File: config.mk
export PLATFORM = sky130hd
export DESIGN_NAME = tft_readmod
export DESIGN_NICKNAME = d
export VERILOG_FILES = /design/src/rtl/tft_pkg.sv /design/src/rtl/tft_phase_cnt.sv /design/src/rtl/tft_readmod.sv
export SDC_FILE = /design/constraint.sdc
export NUM_CORES = 1
export LEC_CHECK = 0
export ABC_AREA = 0
export CAP_MARGIN = 10
export CORE_MARGIN = 4
export CORE_UTILIZATION = 48
export CTS_CLUSTER_DIAMETER = 30
export CTS_CLUSTER_SIZE = 25
export DETAILED_ROUTE_END_ITERATION = 10
export GPL_TIMING_DRIVEN = 0
export PLACE_DENSITY = 0.82
export SLEW_MARGIN = 10
export SYNTH_ARGS = -nofsm -noshare
export SYNTH_HDL_FRONTEND = slang
export SYNTH_SLANG_ARGS = --single-unit
File: constraint.sdc
create_clock -name CLOCK -period 3.9 [get_ports CLOCK]
set_input_delay 0.585 -clock CLOCK [delete_from_list [all_inputs] [get_ports CLOCK]]
set_output_delay 0.585 -clock CLOCK [all_outputs]
set_load 0.03 [all_outputs]
File: src/rtl/tft_pkg.sv
// Shared definitions for the TFT parallel read engine.
// Contents:
//   - default phase lengths in CLOCK cycles (50 MHz, 20 ns per cycle)
//   - the FSM state encoding
//   - the bit positions inside the two-bit call request
//   - a helper that tells which states are timed by the phase counter
package tft_pkg;

  // Phase lengths in CLOCK cycles.
  localparam logic [7:0] TCSL_DEF  = 8'd3;   // index phase, CS_N low  (60 ns)
  localparam logic [7:0] TCSH_DEF  = 8'd25;  // index phase, CS_N high (500 ns)
  localparam logic [7:0] TTURN_DEF = 8'd2;   // bus turnaround, no strobes
  localparam logic [7:0] TRDL_DEF  = 8'd25;  // read strobe low (500 ns)
  localparam logic [7:0] TRDH_DEF  = 8'd25;  // read strobe high / recovery

  // Bit positions inside the call request.
  localparam int CALL_IDX = 1;  // index write followed by a data read
  localparam int CALL_RD  = 0;  // data read only

  typedef enum logic [2:0] {
    ST_IDLE  = 3'd0,
    ST_IDX_L = 3'd1,
    ST_IDX_H = 3'd2,
    ST_TURN  = 3'd3,
    ST_RD_L  = 3'd4,
    ST_RD_H  = 3'd5,
    ST_DONE  = 3'd6,
    ST_FIN   = 3'd7
  } tft_state_e;

  // States whose duration comes from the phase counter; only these can be
  // aborted by the caller dropping its request.
  function automatic logic is_timed(input tft_state_e s);
    return (s == ST_IDX_L) || (s == ST_IDX_H) || (s == ST_TURN) ||
           (s == ST_RD_L)  || (s == ST_RD_H);
  endfunction

endpackage

File: src/rtl/tft_phase_cnt.sv
// Phase counter for the TFT read engine.
// Counts CLOCK cycles spent in the current phase and flags the final cycle.
// Ports:
//   CLOCK  in   system clock
//   RESET  in   synchronous active-high reset
//   clear  in   restart the count at zero on the next edge
//   len    in   8   length of the current phase in cycles (>= 1)
//   count  out  8   cycles already spent in the phase (0-based)
//   last   out  1   high while count == len-1
module tft_phase_cnt (
  input  logic       CLOCK,
  input  logic       RESET,
  input  logic       clear,
  input  logic [7:0] len,
  output logic [7:0] count,
  output logic       last
);

  logic [7:0] count_reg;

  always_ff @(posedge CLOCK) begin
    if (RESET || clear) begin
      count_reg <= 8'd0;
    end else begin
      count_reg <= count_reg + 8'd1;
    end
  end

  assign count = count_reg;
  assign last  = (count_reg == (len - 8'd1));

endmodule

File: src/rtl/tft_readmod.sv
// 8080-style parallel read engine for an ILI932x-class TFT controller.
// Performs either an index write followed by a data read, or a data read
// alone, and owns the tristate enable of the shared data bus.
// Ports:
//   CLOCK       in   1   system clock
//   RESET       in   1   synchronous active-high reset
//   iCall       in   2   [1] index+read, [0] read only; held until oDone
//   oDone       out  1   one-cycle completion pulse
//   iAddr       in   8   register index used by the index phase
//   oData       out  16  last captured read word
//   TFT_RS      out  1   1 = data, 0 = command/index
//   TFT_CS_N    out  1   chip select, active low
//   TFT_WR_N    out  1   write strobe, active low
//   TFT_RD_N    out  1   read strobe, active low
//   TFT_DB_OUT  out  16  value driven onto the bus
//   TFT_DB_OE   out  1   1 = drive the bus with TFT_DB_OUT
//   TFT_DB_IN   in   16  bus sample from the pad
// Every pin output is a flop loaded from the pin values of the next state,
// so the pins change on the same edge as the state and nothing on the pins
// is combinational from iCall.
module tft_readmod
  import tft_pkg::*;
#(
  parameter logic [7:0] TCSL  = TCSL_DEF,
  parameter logic [7:0] TCSH  = TCSH_DEF,
  parameter logic [7:0] TTURN = TTURN_DEF,
  parameter logic [7:0] TRDL  = TRDL_DEF,
  parameter logic [7:0] TRDH  = TRDH_DEF
) (
  input  logic        CLOCK,
  input  logic        RESET,
  input  logic [1:0]  iCall,
  output logic        oDone,
  input  logic [7:0]  iAddr,
  output logic [15:0] oData,
  output logic        TFT_RS,
  output logic        TFT_CS_N,
  output logic        TFT_WR_N,
  output logic        TFT_RD_N,
  output logic [15:0] TFT_DB_OUT,
  output logic        TFT_DB_OE,
  input  logic [15:0] TFT_DB_IN
);

  tft_state_e state_reg, state_next;

  logic [7:0] phase_len;
  logic [7:0] phase_count;
  logic       phase_last;
  logic       phase_clear;
  logic       capture;

  logic        rs_reg,   rs_next;
  logic        cs_n_reg, cs_n_next;
  logic        wr_n_reg, wr_n_next;
  logic        rd_n_reg, rd_n_next;
  logic        oe_reg,   oe_next;
  logic        done_reg, done_next;
  logic [15:0] db_out_reg, db_out_next;
  logic [15:0] data_reg;

  // Length of the phase the FSM is currently in.
  always_comb begin
    phase_len = 8'd1;
    case (state_reg)
      ST_IDX_L: phase_len = TCSL;
      ST_IDX_H: phase_len = TCSH;
      ST_TURN:  phase_len = TTURN;
      ST_RD_L:  phase_len = TRDL;
      ST_RD_H:  phase_len = TRDH;
      default:  phase_len = 8'd1;
    endcase
  end

  // Restart the count on every state change and keep it at zero while idle.
  assign phase_clear = (state_next != state_reg) || (state_next == ST_IDLE);

  tft_phase_cnt u_phase_cnt (
    .CLOCK (CLOCK),
    .RESET (RESET),
    .clear (phase_clear),
    .len   (phase_len),
    .count (phase_count),
    .last  (phase_last)
  );

  // Next-state logic.
  always_comb begin
    state_next = state_reg;
    case (state_reg)
      ST_IDLE: begin
        if (iCall[CALL_IDX])     state_next = ST_IDX_L;
        else if (iCall[CALL_RD]) state_next = ST_TURN;
      end
      ST_IDX_L: if (phase_last) state_next = ST_IDX_H;
      ST_IDX_H: if (phase_last) state_next = ST_TURN;
      ST_TURN:  if (phase_last) state_next = ST_RD_L;
      ST_RD_L:  if (phase_last) state_next = ST_RD_H;
      ST_RD_H:  if (phase_last) state_next = ST_DONE;
      ST_DONE:  state_next = ST_FIN;
      ST_FIN:   state_next = ST_IDLE;
      default:  state_next = ST_IDLE;
    endcase
    // A withdrawn request abandons any timed phase immediately.
    if (is_timed(state_reg) && (iCall == 2'b00)) begin
      state_next = ST_IDLE;
    end
  end

  // Capture only when the read strobe phase completes normally, so an abort
  // on the final strobe cycle leaves oData untouched.
  assign capture = (state_reg == ST_RD_L) && (state_next == ST_RD_H);

  // Pin values belonging to the state being entered.
  always_comb begin
    rs_next     = 1'b1;
    cs_n_next   = 1'b1;
    wr_n_next   = 1'b1;
    rd_n_next   = 1'b1;
    oe_next     = 1'b0;
    done_next   = 1'b0;
    db_out_next = 16'h0000;
    case (state_next)
      ST_IDX_L: begin
        rs_next     = 1'b0;
        cs_n_next   = 1'b0;
        wr_n_next   = 1'b0;
        oe_next     = 1'b1;
        db_out_next = {8'h00, iAddr};
      end
      ST_IDX_H: begin
        // Keep the index on the bus through the CS_N rise the panel latches on.
        rs_next     = 1'b0;
        wr_n_next   = 1'b0;
        oe_next     = 1'b1;
        db_out_next = db_out_reg;
      end
      ST_RD_L: begin
        cs_n_next = 1'b0;
        rd_n_next = 1'b0;
      end
      ST_DONE: begin
        done_next = 1'b1;
      end
      default: begin
      end
    endcase
  end

  always_ff @(posedge CLOCK) begin
    if (RESET) begin
      state_reg  <= ST_IDLE;
      rs_reg     <= 1'b1;
      cs_n_reg   <= 1'b1;
      wr_n_reg   <= 1'b1;
      rd_n_reg   <= 1'b1;
      oe_reg     <= 1'b0;
      done_reg   <= 1'b0;
      db_out_reg <= 16'h0000;
      data_reg   <= 16'h0000;
    end else begin
      state_reg  <= state_next;
      rs_reg     <= rs_next;
      cs_n_reg   <= cs_n_next;
      wr_n_reg   <= wr_n_next;
      rd_n_reg   <= rd_n_next;
      oe_reg     <= oe_next;
      done_reg   <= done_next;
      db_out_reg <= db_out_next;
      // The pad value has settled for most of the strobe by this edge, so no
      // synchroniser is needed.
      if (capture) begin
        data_reg <= TFT_DB_IN;
      end
    end
  end

  assign TFT_RS     = rs_reg;
  assign TFT_CS_N   = cs_n_reg;
  assign TFT_WR_N   = wr_n_reg;
  assign TFT_RD_N   = rd_n_reg;
  assign TFT_DB_OE  = oe_reg;
  assign TFT_DB_OUT = db_out_reg;
  assign oDone      = done_reg;
  assign oData      = data_reg;

  // The count itself is only consumed through the last-cycle flag.
  logic unused_ok;
  assign unused_ok = ^phase_count;

endmodule

==> results.cfg <==
[yosys]
yosys.area.top_type_share_pct = 34.9
yosysWarnings = 0
synthTopCellsByArea = dfxtp_1, mux2i_1, buf_4
avgSynthCellArea_um2 = 9.26
synth-edff-count = 0
syn_area_um2 = 2300
synth_cell_types = 50
ys_ff_latch = 40
yosysSeqAreaShare_pct = 34.9
synthFlopType = dfxtp_1
netlist_instances = 248
yosysTopAreaCell = dfxtp_1
async_flop_share_pct = 0

[power_and_ir_drop]
power.switching_mw = 0.407
p_leak_nw = 1.34
clkPwrFrac_pct = 27.7
p_comb_share_pct = 35.0
p_sw_share_pct = 33.9
p_int_mw = 0.792
ir_drop_uv = 258
pwr-share-seq_pct = 37.3
powerDensity_nw_per_um2 = 391

[critical_path]
cp-start-kind = flop
max_stage_delay_ns = 0.61
cpLargestDelayFamily = simple AND/OR/NAND/NOR gates
crit_chain = buf_2, clkbuf_1, nand2b_1, ha_1, inv_1, ha_1, xor2_1, nor4_4, a31oi_1, o2111ai_1, nor3_1
critPathBufInv = 3
path_common_cell = ha_1
cp.required_ns = 4.05
slowest_stage = o2111ai_1
crit_path_end_kind = flop
crit_arrival_ns = 3.44
worstPathMaxFanout = 10
critPathKind = flop to flop

[status]
outcome = finished clean

[global_routing]
grt_pass1_vias = 2047
antenna_found_initial = 0
grtUsageTotal_pct = 19.1
grt_pass1_wl_um = 9380
grt_max_degree = 13
overflow = 0

[drt]
wl_per_cell_um = 14.7
postRouteWirelength_um = 5480
postRouteAntennaNets = 0
routed_via_density = 5.62
route.detailed.drc = 0
firstDrtPassIters = 4
vias = 2092
drt_iter0_drc = 203

[sta]
worstMarginPinSlew_ns = 0.905
timing_hold_violations_final = 0
rsz0062_at_grt = false
finalSetupTns_ns = 0
period_share_pct = 84.3
min_period_ns = 3.29
clock_skew_ns = 0.00253
layout_setup_ws_ns = 0.614
finalSetupViolations = 0
slew_headroom_pct = 39.7
max_freq_mhz = 304
slew_violations = 0

[cts]
clk_latency_ns = 0.29
cts.sinks = 40
cts_buffer_depth = 2
clockRootBuffer = clkbuf_8
cts_hold_buf = 0
htree_levels = 2
cts_resized = 0
path_clk_slew_ns = 0.08
cts_tree = yes
post_cts_buffers = 0
cts_buffers = 5

[placed_design]
dp_hpwl_um = 3960
portBuffers = 57
pre_cts_slack_ns = 0.589
gp_congestion = 0.830

[floorplan]
die_w_um = 77.2
rows = 24
start_util_pct = 51.0
io_pins = 66
die_y_um = 77.2
core_area_um2 = 4500
die_area_um2 = 5960

[run]
drv_cap = 0

[finish]
multi_input_area_um2 = 1320
fill_cells = 374
seqCellArea_um2 = 801
diodes = 0
final_util_pct = 68.1
nets = 350
largest_register_ffs = 16
drive_above_1_share_pct = 13.8
layout-area-overhead-vs-synth_pct = 33.5

[min_path]
hold_class = flop to flop
==> cell type report <==
class                   count  area share, %
multi-input cells         175           43.0
clock inverters             2           1.14
clock buffers               6           2.37
repair buffers             57           18.6
inverters                  10           1.22
flip-flops and latches     40           26.1
well taps                  52           2.12
plain buffers              30           5.47
==> cells in the mapped netlist (all sizes together) (7+ instances only) <==
library cell  instances
dfxtp                40
mux2i                25
nor2                 23
buf                  21
nand4                12
a21oi                10
inv                  10
clkbuf                9
nand3b                9
o31ai                 9
a2111oi               8
xor2                  8
nor3                  7
==> routing by layer <==
layer  share of wire (%)  GRT usage [%]  wire length (µm)  up-vias
met2                  46           30.4              2530       71
met4                 1.7           6.58                91        0
met3                 7.8           5.50               426       10
met1                  44           24.7              2430      980
li1                    -              -                 -     1031
met5                   0              0                 0        -
==> worst paths after layout <==
check | cells after the start | from | to | slack [ns]
hold / removal | 2 | oData[5] | oData[5] | 0.50
setup / recovery | 11 | state_reg[0] | u_phase_cnt.count[7] | 0.61
setup reg to reg | 11 | state_reg[0] | u_phase_cnt.count[7] | 0.61
hold reg to reg | 2 | oData[5] | oData[5] | 0.50
==> kinds of logic (layout without fill, tap and decap cells) <==
logic type | count (synthesis) | after routing | share of synthesized area, %
multiplexers | 27 | 27 | 11.9
adder cells (fa/ha/maj) | 3 | 3 | 1.63
other | 1 | 8 | 0.163
XOR/XNOR | 13 | 13 | 4.96
buffers and inverters | 40 | 105 | 8.93
flip-flops | 40 | 40 | 34.9
AND/OR/NAND/NOR | 79 | 79 | 21.7
AO/OA/AOI/OAI | 45 | 45 | 15.9
==> stage by stage <==
step / hold WS (ns) / std cells / instance area, µm² / power [mW]
after floorplan: 0.515 / 255 / 2320 / 0.748
after global placement: 0.472 / 364 / 2960 / 0.863
after detailed placement: 0.486 / 364 / 2960 / 0.870
after CTS: 0.505 / 372 / 3070 / 1.20
after global routing: 0.536 / 372 / 3070 / 1.26
final: 0.498 / 372 / 3070 / 1.20
==> power by group through the flow <==
stage               combinational, mW  clock, mW  sequential (mW)
finish                          0.420      0.332            0.447
floorplan                       0.255          0            0.493
detailed placement              0.413          0            0.456
global route                    0.450      0.358            0.450
CTS                             0.416      0.339            0.447
global placement                0.407          0            0.455
==> tightest hold or removal path, stage by stage (launching register included) <==
cell and delay, ns:
dfxtp_1 0.33, mux2i_1 0.07, nor2_1 0.07
==> layout by cell type, fill, tap and decap left out, types with 3 or more instances in the layout <==
master / count
a2111oi_0: 8
a21oi_1: 10
and3_1: 3
buf_2: 8
buf_4: 12
clkbuf_1: 10
clkbuf_8: 5
clkdlybuf4s50_1: 57
conb_1: 8
dfxtp_1: 40
ha_1: 3
inv_1: 10
mux2i_1: 25
nand2b_1: 5
nand3_1: 4
nand3b_1: 8
nand4_1: 11
nor2_1: 23
nor3_1: 7
o31ai_1: 8
xnor2_1: 5
xor2_1: 8
No activity file was read; power rests on OpenSTA's default activity.
==> RTL change 1 (config.mk and constraints unchanged) <==
Reset style: asynchronous (`RESET`), changed in one clocked block. Comments in the files are not updated.
--- a/src/rtl/tft_readmod.sv
+++ b/src/rtl/tft_readmod.sv
@@ -149,3 +149,3 @@
 
-  always_ff @(posedge CLOCK) begin
+  always_ff @(posedge CLOCK or posedge RESET) begin
     if (RESET) begin
Behaviour: differs if RESET is asserted again (counterexample within 4 cycles, from zero or initial values and one cycle with RESET high); with RESET held inactive, the same outputs for 10 cycles.
==> RTL change 1 against the original RTL <==
Synthesized cell count fell by 3.6%. Highest routed layer unchanged. Global-route usage rose by 0.89 points. Routed wire length rose by 6.3%. Sequential cell count did not move. Synthesized area rose by 5.4%. Design area rose by 4.9%. Non-clock buffer count fell by 4. Setup slack got worse by 0.37 ns. Maximum frequency fell by 10%.
Power is not compared: it rests on default switching activity, and its combinational part moved more than twofold at a synthesized area within 25%.
==> RTL change 1: results (changes against the original RTL) <==
* **final instance area** 0.00322 mm^2, +4.9%
* **met2 track demand over resource** 31.6%, +1.3 points
* **status** finished clean
* **FF+latch area** 966 um^2, +21%
* **wire length the detailed router placed on met1** 2.49 mm, +2.4%
* **Critical R2R Launch** state_reg[0]$_DFF_PP0_
* **Synth top cells by count** dfrtp_1 (29), clkbuf_1 (13), mux2_4 (10), mux2i_1 (10), nand4_1 (10)
* **fraction of the yosys area taken by sequential cells** 39.8%, +5.0 points
* **Final Net Count** 343, -2.0%
* **hold path startpoint** oData[3]$_DFFE_PP0P_
* **placer congestion estimate** 0.909, +9.5%
* **mean instance size in the synthesized netlist** 10.1 um^2, +9.4%
* **endpoint arrival time on the critical path** 3.87 ns, +0.43 ns
* **slowest cell delay on critical path** 0.38 ns, -0.23 ns
* **non-clock buffer area fraction after layout** 22.5%, -1.6 points
* **register-to-register setup slack** 0.24 ns, -0.37 ns
* **depth of the worst register-to-register path** 15, +4
* **first-iteration detailed-routing DRC count** 112, -45%
* **number of cells produced by synthesis** 239, -3.6%
* **number of distinct standard cells referenced by the synthesized netlist** 57, +14%
* **worst hold-check slack** 0.501 ns, +0.00353 ns
* **amount of wire on met3 after detailed routing** 590 um, +38%
* **proportion of layout cells with a drive suffix above 1** 18.7%, +5.0 points
* **Signal inverters** 9, -1
* **cell count after placement** 369, +1.4%
* **post-layout minimum cycle time** 3.66 ns, +0.375 ns
* **FFs w/ async S/R, synth** 80.0%, +80 points
* **relative slew slack** 46.5%, +6.8 points
* **post-cts gate resize count** 2, +2
[RTL change 1: cell count changes in the layout (fill, tap and decap cells not counted), sizes merged, moves of 8 or more]
| cell | before | now |
|---|---|---|
| dfrtp | 0 | 29 |
| dfxtp | 40 | 8 |
| mux2 | 2 | 17 |
| mux2i | 25 | 10 |
| nand3b | 9 | 0 |
| nor2 | 23 | 9 |
| o211ai | 0 | 9 |
| o21ai | 2 | 11 |
| o31ai | 9 | 1 |
[RTL change 1: cells by family (layout without fill, tap and decap cells)]
| logic type | Yosys count | in the layout | synth area share (%) |
|---|---|---|---|
| AOI/OAI and AO/OA | 61 | 61 | 18.8 |
| and+or+nand+nor | 58 | 58 | 13.2 |
| DFF | 40 | 40 | 39.8 |
| buffers and inverters | 36 | 100 | 7.75 |
| muxes | 27 | 27 | 13.6 |
| xor gates and xnor gates | 10 | 10 | 3.62 |
| adders and majority gates | 6 | 6 | 3.10 |
| other | 1 | 8 | 0.155 |
==> RTL change 2 (same flow settings) <==
Without the edit above. The output `TFT_WR_N` loses its register stage (`wr_n_reg` becomes a continuous assignment).
--- a/src/rtl/tft_readmod.sv
+++ b/src/rtl/tft_readmod.sv
@@ -154,3 +154,2 @@
       cs_n_reg   <= 1'b1;
-      wr_n_reg   <= 1'b1;
       rd_n_reg   <= 1'b1;
@@ -164,3 +163,2 @@
       cs_n_reg   <= cs_n_next;
-      wr_n_reg   <= wr_n_next;
       rd_n_reg   <= rd_n_next;
@@ -176,2 +174,4 @@
   end
+
+  assign wr_n_reg = wr_n_next;
 
Formal check against the unedited RTL: not equivalent (a bounded check fails within 4 cycles, from zero or initial values and one cycle with RESET high).
==> RTL change 2 against the original RTL <==
Die area decreased by 14%. Sequential cell count unchanged. Setup slack got worse by 0.42 ns. Routed wire length decreased by 21%. Via count decreased by 22%. Global-route usage decreased by 1.7 points. Critical path depth unchanged. Synthesized cell count decreased by 18%. Design area decreased by 12%. Synthesized area decreased by 15%. Worst hold slack got worse by 0.012 ns. Critical path type is now reg2out. Critical endpoint is now TFT_WR_N. Highest routed layer unchanged.
Power is not compared: it rests on default switching activity, and its combinational part moved more than twofold at a synthesized area within 25%.
==> RTL change 2: results (changes against the original RTL) <==
* **met2 WL** 2.00 mm, -21%
* **vias in the first global route** 1564, -24%
* **Synth top cells by count** dfxtp_1 (40), nor2_1 (36), mux2i_1 (17)
* **met1 Usage GRT** 21.7%, -3.0 points
* **worst slack at placement** -0.103 ns, -0.691 ns
* **hold path startpoint** TFT_DB_OUT[0]$_SDFFE_PP0P_
* **first-pass GRT wire length** 7.12 mm, -24%
* **fill cell instance count of the final layout** 305, -18%
* **depth of the worst register-to-register path** 12, +1
* **post-cts gate resize count** 4, +4
* **cell types occupying the most area after synthesis** dfxtp_1 (41%), mux2i_1 (8.7%), nor2_1 (6.9%)
* **non-filler cells, final** 322, -13%
* **final period utilization** 94.9%, +11 points
* **worst hold-check slack** 0.486 ns, -0.0116 ns
* **number of cells produced by synthesis** 203, -18%
* **total routed wirelength** 4.34 mm, -21%
* **number of distinct standard cells referenced by the synthesized netlist** 46, -8.0%
* **largest net degree at the start of global routing** 18, +5
* **mean number of vias per cell** 5.06, -10%
* **endpoint arrival time on the critical path** 3.12 ns, -0.32 ns
* **register-to-register setup slack** 0.89 ns, +0.28 ns
* **wire length the detailed router placed on met1** 1.89 mm, -22%
* **crit path to** TFT_WR_N
* **slowest cell delay on critical path** 0.51 ns, -0.10 ns
* **final setup skew** 0.00559 ns, +0.00306 ns
* **GR met3 Demand/Resource** 8.13%, +2.6 points
* **Final Net Count** 304, -13%
* **worst hold endpoint** TFT_DB_OUT[0]$_SDFFE_PP0P_
* **status** finished clean
* **proportion of layout cells with a drive suffix above 1** 13.9%, +0.12 points
* **fraction of the yosys area taken by sequential cells** 41.1%, +6.2 points
* **amount of wire on met3 after detailed routing** 399 um, -6.3%
* **area after detailed placement** 0.00261 mm^2, -12%
* **placer congestion estimate** 0.889, +7.1%
* **total global routing track utilization** 17.4%, -1.7 points
[RTL change 2: changes by cell type in the layout (fill, tap and decap cells not counted), sizes merged, moves of 9 or more]
cell	unedited run	this run
nand2	2	11
nand4	12	1
nor2	23	36
a22o	0	9
o31ai	9	0
[RTL change 2: cells by family after synthesis]
group,Yosys count,share of synthesized area [%]
other,1,0.192
adder cells (fa/ha/maj),3,1.93
buffers and inverters,22,7.58
AND/OR/NAND/NOR,83,25.0
AO/OA/AOI/OAI,25,10.0
flip-flops,40,41.1
multiplexers,17,8.73
XOR/XNOR,12,5.39
[RTL change 2: layout make-up]
class	instances	area, um^2	area share (%)
plain buffers	16	128	4.72
well taps	48	60.1	2.22
inverters	5	18.8	0.694
clock buffers	7	76.3	2.82
multi-input cells	148	1040	38.4
repair buffers	57	572	21.1
flip-flops and latches	40	802	29.7
clock inverters	1	8.76	0.324
[RTL change 2: where the power goes]
part	leakage [nW]	switching, mW	internal [mW]
registers	0.325	0.0411	0.471
logic	0.682	0.531	0.388
clock network	0.0424	0.143	0.128
